## config.mk

```make
export PLATFORM = sky130hd
export DESIGN_NAME = reset_sequencer
export DESIGN_NICKNAME = d
export VERILOG_FILES = /design/src/rtl/reset_seq_pkg.sv /design/src/rtl/reset_sync_cell.sv /design/src/rtl/reset_sequencer.sv
export SDC_FILE = /design/constraint.sdc
export NUM_CORES = 1
export LEC_CHECK = 0
export CELL_PAD_IN_SITES_DETAIL_PLACEMENT = 0
export CELL_PAD_IN_SITES_GLOBAL_PLACEMENT = 1
export CORE_ASPECT_RATIO = 0.6
export CORE_MARGIN = 4
export CORE_UTILIZATION = 42
export CTS_BUF_LIST = sky130_fd_sc_hd__clkbuf_16
export DETAILED_ROUTE_END_ITERATION = 6
export PLACE_DENSITY = 0.75
export SETUP_SLACK_MARGIN = 0.5
export SYNTH_ARGS = -nofsm -noshare
export SYNTH_HDL_FRONTEND = slang
export SYNTH_SLANG_ARGS = --single-unit
export TNS_END_PERCENT = 100
```

## constraint.sdc

```tcl
create_clock -name clk -period 2.5 [get_ports clk]
set_clock_uncertainty 0.2 [all_clocks]
set_input_delay 0.5 -clock clk [delete_from_list [all_inputs] [get_ports clk]]
set_output_delay 0.5 -clock clk [all_outputs]
set_load 0.005 [all_outputs]
```

## src/rtl/reset_seq_pkg.sv

```systemverilog
// Shared types and sizing helpers for the staggered reset sequencer.
package reset_seq_pkg;

    typedef enum logic [1:0] {
        S_ASSERT  = 2'd0,
        S_RELEASE = 2'd1,
        S_RUN     = 2'd2
    } state_t;

    // The counter must hold the ASSERT_CYCLES terminal value as well as the stagger span.
    function automatic int cnt_width(input int assert_cycles, input int stagger_cycles);
        int m;
        m = (assert_cycles > stagger_cycles) ? assert_cycles : stagger_cycles;
        return (m < 1) ? 1 : $clog2(m + 1);
    endfunction

endpackage

```

## src/rtl/reset_sync_cell.sv

```systemverilog
// Multi-flop synchronizer bringing the asynchronous reset request into the clk domain.
module reset_sync_cell #(
    parameter int SYNC_STAGES = 2
) (
    input  logic clk,
    input  logic rst,
    input  logic i_async,
    output logic o_sync
);

    logic [SYNC_STAGES-1:0] r_chain;

    always_ff @(posedge clk) begin
        if (rst) r_chain[0] <= 1'b0;
        else     r_chain[0] <= i_async;
    end

    generate
        for (genvar gi = 1; gi < SYNC_STAGES; gi++) begin : g_stage
            always_ff @(posedge clk) begin
                if (rst) r_chain[gi] <= 1'b0;
                else     r_chain[gi] <= r_chain[gi-1];
            end
        end
    endgenerate

    assign o_sync = r_chain[SYNC_STAGES-1];

endmodule

```

## src/rtl/reset_sequencer.sv

```systemverilog
// Holds all reset domains asserted for a programmable time, then releases them
// one by one in index order with a fixed stagger, all synchronous to clk.
module reset_sequencer
    import reset_seq_pkg::*;
#(
    parameter int N_DOMAINS      = 3,
    parameter int ASSERT_CYCLES  = 8,
    parameter int STAGGER_CYCLES = 4,
    parameter int SYNC_STAGES    = 2
) (
    input  logic                 clk,
    input  logic                 rst,
    input  logic                 ext_req_async,
    input  logic                 sw_req,
    output logic                 sw_ack,
    output logic [N_DOMAINS-1:0] dom_rst,
    output logic                 busy,
    output logic                 done
);

    localparam int CW = cnt_width(ASSERT_CYCLES, STAGGER_CYCLES);
    localparam int IW = (N_DOMAINS > 1) ? $clog2(N_DOMAINS) : 1;
    localparam logic [CW-1:0]        A_END = CW'(ASSERT_CYCLES);
    localparam logic [CW-1:0]        S_END = CW'(STAGGER_CYCLES - 1);
    localparam logic [IW-1:0]        LAST  = IW'(N_DOMAINS - 1);
    localparam logic [N_DOMAINS-1:0] BIT0  = N_DOMAINS'(1);

    logic                 w_ext_sync;
    state_t               r_state;
    logic [CW-1:0]        r_cnt;
    logic [IW-1:0]        r_idx;
    logic [N_DOMAINS-1:0] r_dom_rst;
    logic                 r_busy;
    logic                 r_done;
    logic                 r_sw_ack;
    logic                 r_src_sw;
    logic                 r_pend;

    reset_sync_cell #(.SYNC_STAGES(SYNC_STAGES)) u_sync (
        .clk     (clk),
        .rst     (rst),
        .i_async (ext_req_async),
        .o_sync  (w_ext_sync)
    );

    always_ff @(posedge clk) begin
        if (rst) begin
            r_state   <= S_ASSERT;
            r_cnt     <= '0;
            r_idx     <= '0;
            r_dom_rst <= '1;
            r_busy    <= 1'b1;
            r_done    <= 1'b0;
            r_sw_ack  <= 1'b0;
            r_src_sw  <= 1'b0;
            r_pend    <= 1'b0;
        end else begin
            r_done   <= r_pend;
            r_sw_ack <= r_pend & r_src_sw;
            r_pend   <= 1'b0;
            case (r_state)
                S_ASSERT: begin
                    r_dom_rst <= '1;
                    r_busy    <= 1'b1;
                    // The count covers the full assertion window, so the first
                    // release lands ASSERT_CYCLES edges after counting begins.
                    if (w_ext_sync) begin
                        r_cnt <= '0;
                    end else if (r_cnt == A_END) begin
                        r_dom_rst <= ~BIT0;
                        r_cnt     <= '0;
                        if (N_DOMAINS == 1) begin
                            r_state <= S_RUN;
                            r_busy  <= 1'b0;
                            r_pend  <= 1'b1;
                        end else begin
                            r_idx   <= IW'(1);
                            r_state <= S_RELEASE;
                        end
                    end else begin
                        r_cnt <= r_cnt + 1'b1;
                    end
                end
                S_RELEASE: begin
                    if (w_ext_sync) begin
                        r_state   <= S_ASSERT;
                        r_dom_rst <= '1;
                        r_busy    <= 1'b1;
                        r_cnt     <= '0;
                        r_idx     <= '0;
                    end else if (r_cnt == S_END) begin
                        r_dom_rst <= r_dom_rst & ~(BIT0 << r_idx);
                        r_cnt     <= '0;
                        r_idx     <= r_idx + 1'b1;
                        if (r_idx == LAST) begin
                            r_state <= S_RUN;
                            r_busy  <= 1'b0;
                            r_pend  <= 1'b1;
                        end
                    end else begin
                        r_cnt <= r_cnt + 1'b1;
                    end
                end
                S_RUN: begin
                    r_dom_rst <= '0;
                    r_busy    <= 1'b0;
                    // sw_req is ignored on the edge that raises sw_ack, giving the
                    // requester one cycle to drop it.
                    if (w_ext_sync) begin
                        r_state   <= S_ASSERT;
                        r_dom_rst <= '1;
                        r_busy    <= 1'b1;
                        r_cnt     <= '0;
                        r_idx     <= '0;
                        r_src_sw  <= 1'b0;
                    end else if (sw_req && !r_pend) begin
                        r_state   <= S_ASSERT;
                        r_dom_rst <= '1;
                        r_busy    <= 1'b1;
                        r_cnt     <= '0;
                        r_idx     <= '0;
                        r_src_sw  <= 1'b1;
                    end
                end
                default: begin
                    r_state   <= S_ASSERT;
                    r_dom_rst <= '1;
                    r_busy    <= 1'b1;
                    r_cnt     <= '0;
                    r_idx     <= '0;
                end
            endcase
        end
    end

    assign dom_rst = r_dom_rst;
    assign busy    = r_busy;
    assign done    = r_done;
    assign sw_ack  = r_sw_ack;

endmodule

```

Yosys cells after proc, flatten, opt, wreduce, memory -nomap -nowiden
Cells that the tools add are included.
- $add $sub $neg: 2
- equality and inequality tests: 10
- shifts and indexed selects: 1
- mux-type cells: 34
- bitwise gates (word level): 5
- reduce and logical (&&, ||, !) cells: 9
- operator list (kind ; number):
    two-way mux 4 bit ; 6
    two-way mux 2 bit ; 9
    two-way mux 3 bit ; 4
    one-hot mux 2 bit (3 select lines) ; 2
    one-hot mux 4 bit (3 select lines) ; 1
    two-way mux 1 bit ; 10
    inequality test 3 x 2 -> 1 bit (second input constant) ; 3
    one-hot mux 3 bit (3 select lines) ; 1
    AND reduction 5 bit ; 1
    adder 4 x 1 -> 4 bit (second input constant) ; 1
    equality test 2 bit (second input constant) ; 2
    equality test 4 x 2 -> 1 bit (second input constant) ; 1
    equality test 4 bit (second input constant) ; 1
    inequality test 2 bit (second input constant) ; 2
    AND reduction 2 bit ; 2
    AND reduction 4 bit ; 1
    OR reduction 4 bit ; 1
    AND 3 bit ; 1
    NOT 3 bit ; 1
    left shift 1 x 2 -> 3 bit (first input constant) ; 1
    adder 2 x 1 -> 2 bit (second input constant) ; 1
    equality test 2 x 1 -> 1 bit (second input constant) ; 1
    zero test 2 bit ; 1
    NOT 1 bit ; 2
    5 further kinds ; 5
- register bits: 18
- logic and storage cells: 72

Logic depth before layout (Yosys ltp)
- depth after elaboration: 6
- gate-level depth with buffers: 7

Cells and area by module
A second synthesis with hierarchy kept.
- cells, all modules: 105
- area, all modules: 997.2 um^2
- by module, submodules not included (module ; instances ; cells an instance ; area each (um^2) ; sequential area each (um^2)):
    reset_sequencer ; 1 ; 101 ; 944.7 ; 320.3
    reset_sync_cell ; 1 ; 4 ; 52.6 ; 40.0

Worst setup path after synthesis
Ideal clock, no wire load.
- kind: reg-to-reg
- from: register r_state[1]
- to: register r_dom_rst[0], in the netlist dom_rst[0]
- setup time: 0.122 ns
- arrival time: 1.488 ns
- required time: 2.178 ns
- path slack: 0.690 ns
- cell stages (with the launch flop): 7
- cells stage by stage: dfxtp_1 -> inv_1 -> ha_1 -> o21ai_0 -> nand2_1 -> a211o_1 -> a221o_1
- longest elaborated chain between the ends: 2
- ends and longest elaborated chain (what ; line ; RTL):
    from (decl) ; reset_sequencer.sv:29 ; state_t r_state;
    from (signal assigned) ; reset_sequencer.sv:48 ; r_state <= S_ASSERT;
    from (signal assigned) ; reset_sequencer.sv:73 ; r_state <= S_RUN;
    from (signal assigned) ; reset_sequencer.sv:78 ; r_state <= S_RELEASE;
    equality test 2 bit (tied with other cells) ; reset_sequencer.sv:61 ; case (r_state)
    one-hot mux 3 bit (3 select lines) / inequality test 3 x 2 -> 1 bit (equally long branches) ; n/a ;
    to (signal assigned) ; reset_sequencer.sv:70 ; r_dom_rst <= ~BIT0;
    to (signal assigned) ; reset_sequencer.sv:92 ; r_dom_rst <= r_dom_rst & ~(BIT0 << r_idx);
    to (decl) ; reset_sequencer.sv:32 ; logic [N_DOMAINS-1:0] r_dom_rst;
Several ways; a longest one is shown, not always the timed one.
A chain may end at the register's enable or synchronous reset.

Worst setup path in the final report
- from: register r_cnt[0]
- to: register r_dom_rst[0], in the netlist dom_rst[0]
- longest elaborated chain between the ends: 4
- ends and longest elaborated chain (what ; line ; RTL):
    from (decl) ; reset_sequencer.sv:30 ; logic [CW-1:0] r_cnt;
    from (signal assigned) ; reset_sequencer.sv:81 ; r_cnt <= r_cnt + 1'b1;
    from (signal assigned) ; reset_sequencer.sv:101 ; r_cnt <= r_cnt + 1'b1;
    equality test 4 bit ; reset_sequencer.sv:69 ; end else if (r_cnt == A_END) begin
    two-way mux 1 bit ; reset_sequencer.sv:69 ;
    two-way mux 1 bit ; reset_sequencer.sv:67 ; if (w_ext_sync) begin
    one-hot mux 3 bit (3 select lines) ; reset_sequencer.sv:61 ;
Several ways; a longest one is shown, not always the timed one.

==> impl_results.md <==
* Crit end category: flop
* CP Data Required Time at 2.43 ns
* Via Count at 817
* Adder-cell area share of the yosys netlist at 0.1132
* Flops & latches, synth at 18
* Clock Path Buffers at 2
* Critical path, cell by cell: ha_1 > or3b_4 > nand3_4 > o21ai_2 > a221o_1
* Leakage power at around 0.47 nW
* Vias per std cell at 5.411
* Initial core utilization at 0.4497
* Pwr dens at 885.9 nW/um2
* Synth top area share at 0.3623
* Die width at roughly 71 um
* Cell taking the most area after synthesis: dfxtp_1
* Sw Ratio at 0.3266
* NetSw at 0.3559 mW
* Final net count at 135
* Number of fill cells at 209
* Placement row count at 13
* CP Class: flop to flop
* Syn_area_per_cell at 9.126 um2
* First-pass GRT wire length at approximately 3.5 mm
* Max_cap viols at 0
* ANT cells at 0
* Layer with the highest usage: met2
* Remaining Overflow, GRT at 0
* Hold buffers post-CTS at 0
* Crit path max-delay cell type: or3b_4
* Final Setup Violations at 0
* CTS H-tree depth at 1
* Worst reg2reg setup slack at 0.59 ns
* CTS tree: done
* Top Ports at 10
* Largest family of logic cells by synthesized area: simple AND/OR/NAND/NOR gates
* Critical path arrival at 1.85 ns
* CTS clk-pin slew, worst paths at 0.05 ns
* I/O Buffers at 9
* Layout cells sized above 1 at 0.1570
* Wire per inst at 14.34 um
* Gate count after technology mapping at ~110
* Final ANT Viol Nets at 0
* Cell Int Power at 0.7337 mW
* Synth Area in Simple Gates at 0.2780
* Synth Area in Compound Gates at 0.1660
* Actual slew at the worst max-slew pin at 0.4317 ns
* Layout area overhead at 23.65%
* Hold Path Class: flop to flop
* Top FF cell, synth: dfxtp_1
* Root Buffer: clkbuf_16
* XOR/XNOR Fraction of Synth Area at 0
* Detailed Route Iter0 Violations at 63
* Vias in the first global route at 719
* Area of placed instances at 1111 um2
* Total Routing Usage GR at 0.1478
* Post-synthesis mux area share at 0.02013
* Peak supply drop at 424.2 uV
* Setup TNS Final at 0 ns
* Buf/Inv on CP at 0
* FFs w/ async S/R, synth at 0
* Worst setup SP type: flop
* Max Fclk at 523.0 MHz
* RSZ-0062 raised after global routing: no
* Die H at 45.70 um
* CTS Buf Count at 3
* Number of remaining DRC errors at 0
* Area of the die at about 3200 um2
* Post-Layout Inst Area at 1230 um2
* Final Hold Fails at 0
* Drt pass-1 iters at 4
* Yosys warns at 0
* Register share of total power at 0.353
* Post-detail-place hpwl at 1.567 mm
* EDFF count, synth at 0
* Status: completed
* CP peak stage delay at 0.42 ns
* Clock network power share at 0.294
* Largest net degree at the start of global routing at 11
* Crit-path max FO at 6
* Slew Viols, Final at 0
* Netlist cell types at 36
* GR Util met3 at 0.05507
* Syn Nets at 122
* Clock sinks at 18
* GP Congestion at slightly below 0.8
* Antenna violations before repair at 0
* Period utilization at 0.7649
* Worst skew pair latency at 0.25 ns
* Worst slew margin at 0.7084
* Seq/Total Area, Yosys at 0.3623
* Syn Std Cell Area at 994.7 um2
* Synth top area cells: dfxtp_1 36%, ha_1 11%, inv_1 4.2%
* Final Critical Period at 1.912 ns
* M1 GR Usage at 0.1942
* Routing usage on met2 at 0.2118
* Core region area at 2212 um2
* Top Family by Delay on Critical Path: simple AND/OR/NAND/NOR gates
* DRT Wirelength at approximately 2.2 mm
* Comb pwr share at 0.353
[path summary, 6_finish.rpt]
path | startpoint | cells past startpoint | endpoint
hold / removal | u_sync.r_chain[0]$_SDFF_PP0_ | 1 | u_sync.o_sync$_SDFF_PP0_
setup reg to reg | r_cnt[0]$_SDFFE_PP0P_ | 5 | dom_rst[0]$_SDFFE_PP1P_
setup / recovery | r_cnt[0]$_SDFFE_PP0P_ | 5 | dom_rst[0]$_SDFFE_PP1P_
hold reg to reg | u_sync.r_chain[0]$_SDFF_PP0_ | 1 | u_sync.o_sync$_SDFF_PP0_
[power groups by stage]
stage	Clock, mW	Sequential, mW	Combinational [mW]
CTS	0.332	0.383	0.351
finish	0.320	0.385	0.385
floorplan	0	0.380	0.248
global route	0.343	0.391	0.430
detailed placement	0	0.389	0.347
global placement	0	0.387	0.350
[synth_stat cells (2+ instances only)]
| cell | number |
|---|---|
| mux2i_1 | 2 |
| inv_1 | 11 |
| a211o_1 | 2 |
| nand3_1 | 5 |
| nand2_1 | 10 |
| a32o_1 | 2 |
| a21oi_1 | 5 |
| nor2_1 | 6 |
| nand4bb_1 | 2 |
| nand3b_1 | 3 |
| nand2b_1 | 2 |
| ha_1 | 9 |
| o21ai_0 | 5 |
| clkbuf_1 | 2 |
| nor3_1 | 2 |
| nor2b_1 | 4 |
| dfxtp_1 | 18 |
[per-stage QoR]
| step | utilization | total power, mW | hold slack, ns | setup slack [ns] | cells |
|---|---|---|---|---|---|
| after floorplan | - | 0.6287 | 0.2138 | 0.6901 | 109 |
| after global placement | 0.5023 | 0.7371 | 0.2164 | 0.3951 | 146 |
| after CTS | 0.5379 | 1.066 | 0.2394 | 0.5731 | 150 |
| after detailed placement | 0.5023 | 0.7363 | 0.2270 | 0.3968 | 146 |
| final | 0.5560 | 1.090 | 0.2397 | 0.5878 | 151 |
| after global routing | 0.5560 | 1.164 | 0.2589 | 0.5060 | 151 |
[sequential cells by signal, indices dropped and copies added, names as in the netlist]
signal          count
r_cnt               4
sw_ack              1
done                1
dom_rst             3
u_sync.r_chain      1
r_src_sw            1
busy                1
u_sync.o_sync       1
r_state             2
r_pend              1
r_idx               2
[cell usage in the layout (no fill, tap or decap), types with 2 or more instances in the layout]
cell,instances
mux2i_1,2
nor2b_1,4
nand2b_1,2
inv_1,11
nor2_1,6
nand3_1,5
clkdlybuf4s50_1,9
dfxtp_1,18
nor3_1,2
buf_4,2
clkbuf_16,3
nand2_1,10
a211o_1,2
nand4bb_1,2
a32o_1,2
ha_1,7
nand3b_1,3
ha_2,2
a21oi_1,5
o21ai_0,4
o21ai_2,2
[kinds of logic (layout without fill, tap and decap cells)]
group	Yosys count	in the layout
and+or+nand+nor	45	45
AOI/OAI and AO/OA	21	21
DFF	18	18
buffers and inverters	14	26
adders and majority gates	9	9
muxes	2	2
[layout make-up]
type	instances	area [um2]	area share
Multi-Input combinational cell	77	606.8	0.4934
Tap cell	30	37.54	0.03052
Clock inverter	1	3.754	0.003052
Sequential cell	18	360.3	0.2930
Clock buffer	3	75.07	0.06104
Timing Repair Buffer	11	105.1	0.08545
Inverter	11	41.29	0.03357
[metal layers]
layer / vias up / share of wire / wire [um]
li1: 408 / - / -
met1: 378 / 0.50 / 1074
met2: 25 / 0.41 / 889
met3: 6 / 0.067 / 146
met4: 0 / 0.025 / 55
met5: - / 0 / 0
[repair_timing]
item,4_1_cts,5_1_grt
gates resized for setup,1,6
endpoints found under the hold margin,0,0
buffers inserted,0,1
setup endpoints to repair,1,5
pin swaps,0,1
Power figures use the tool's default switching activity.
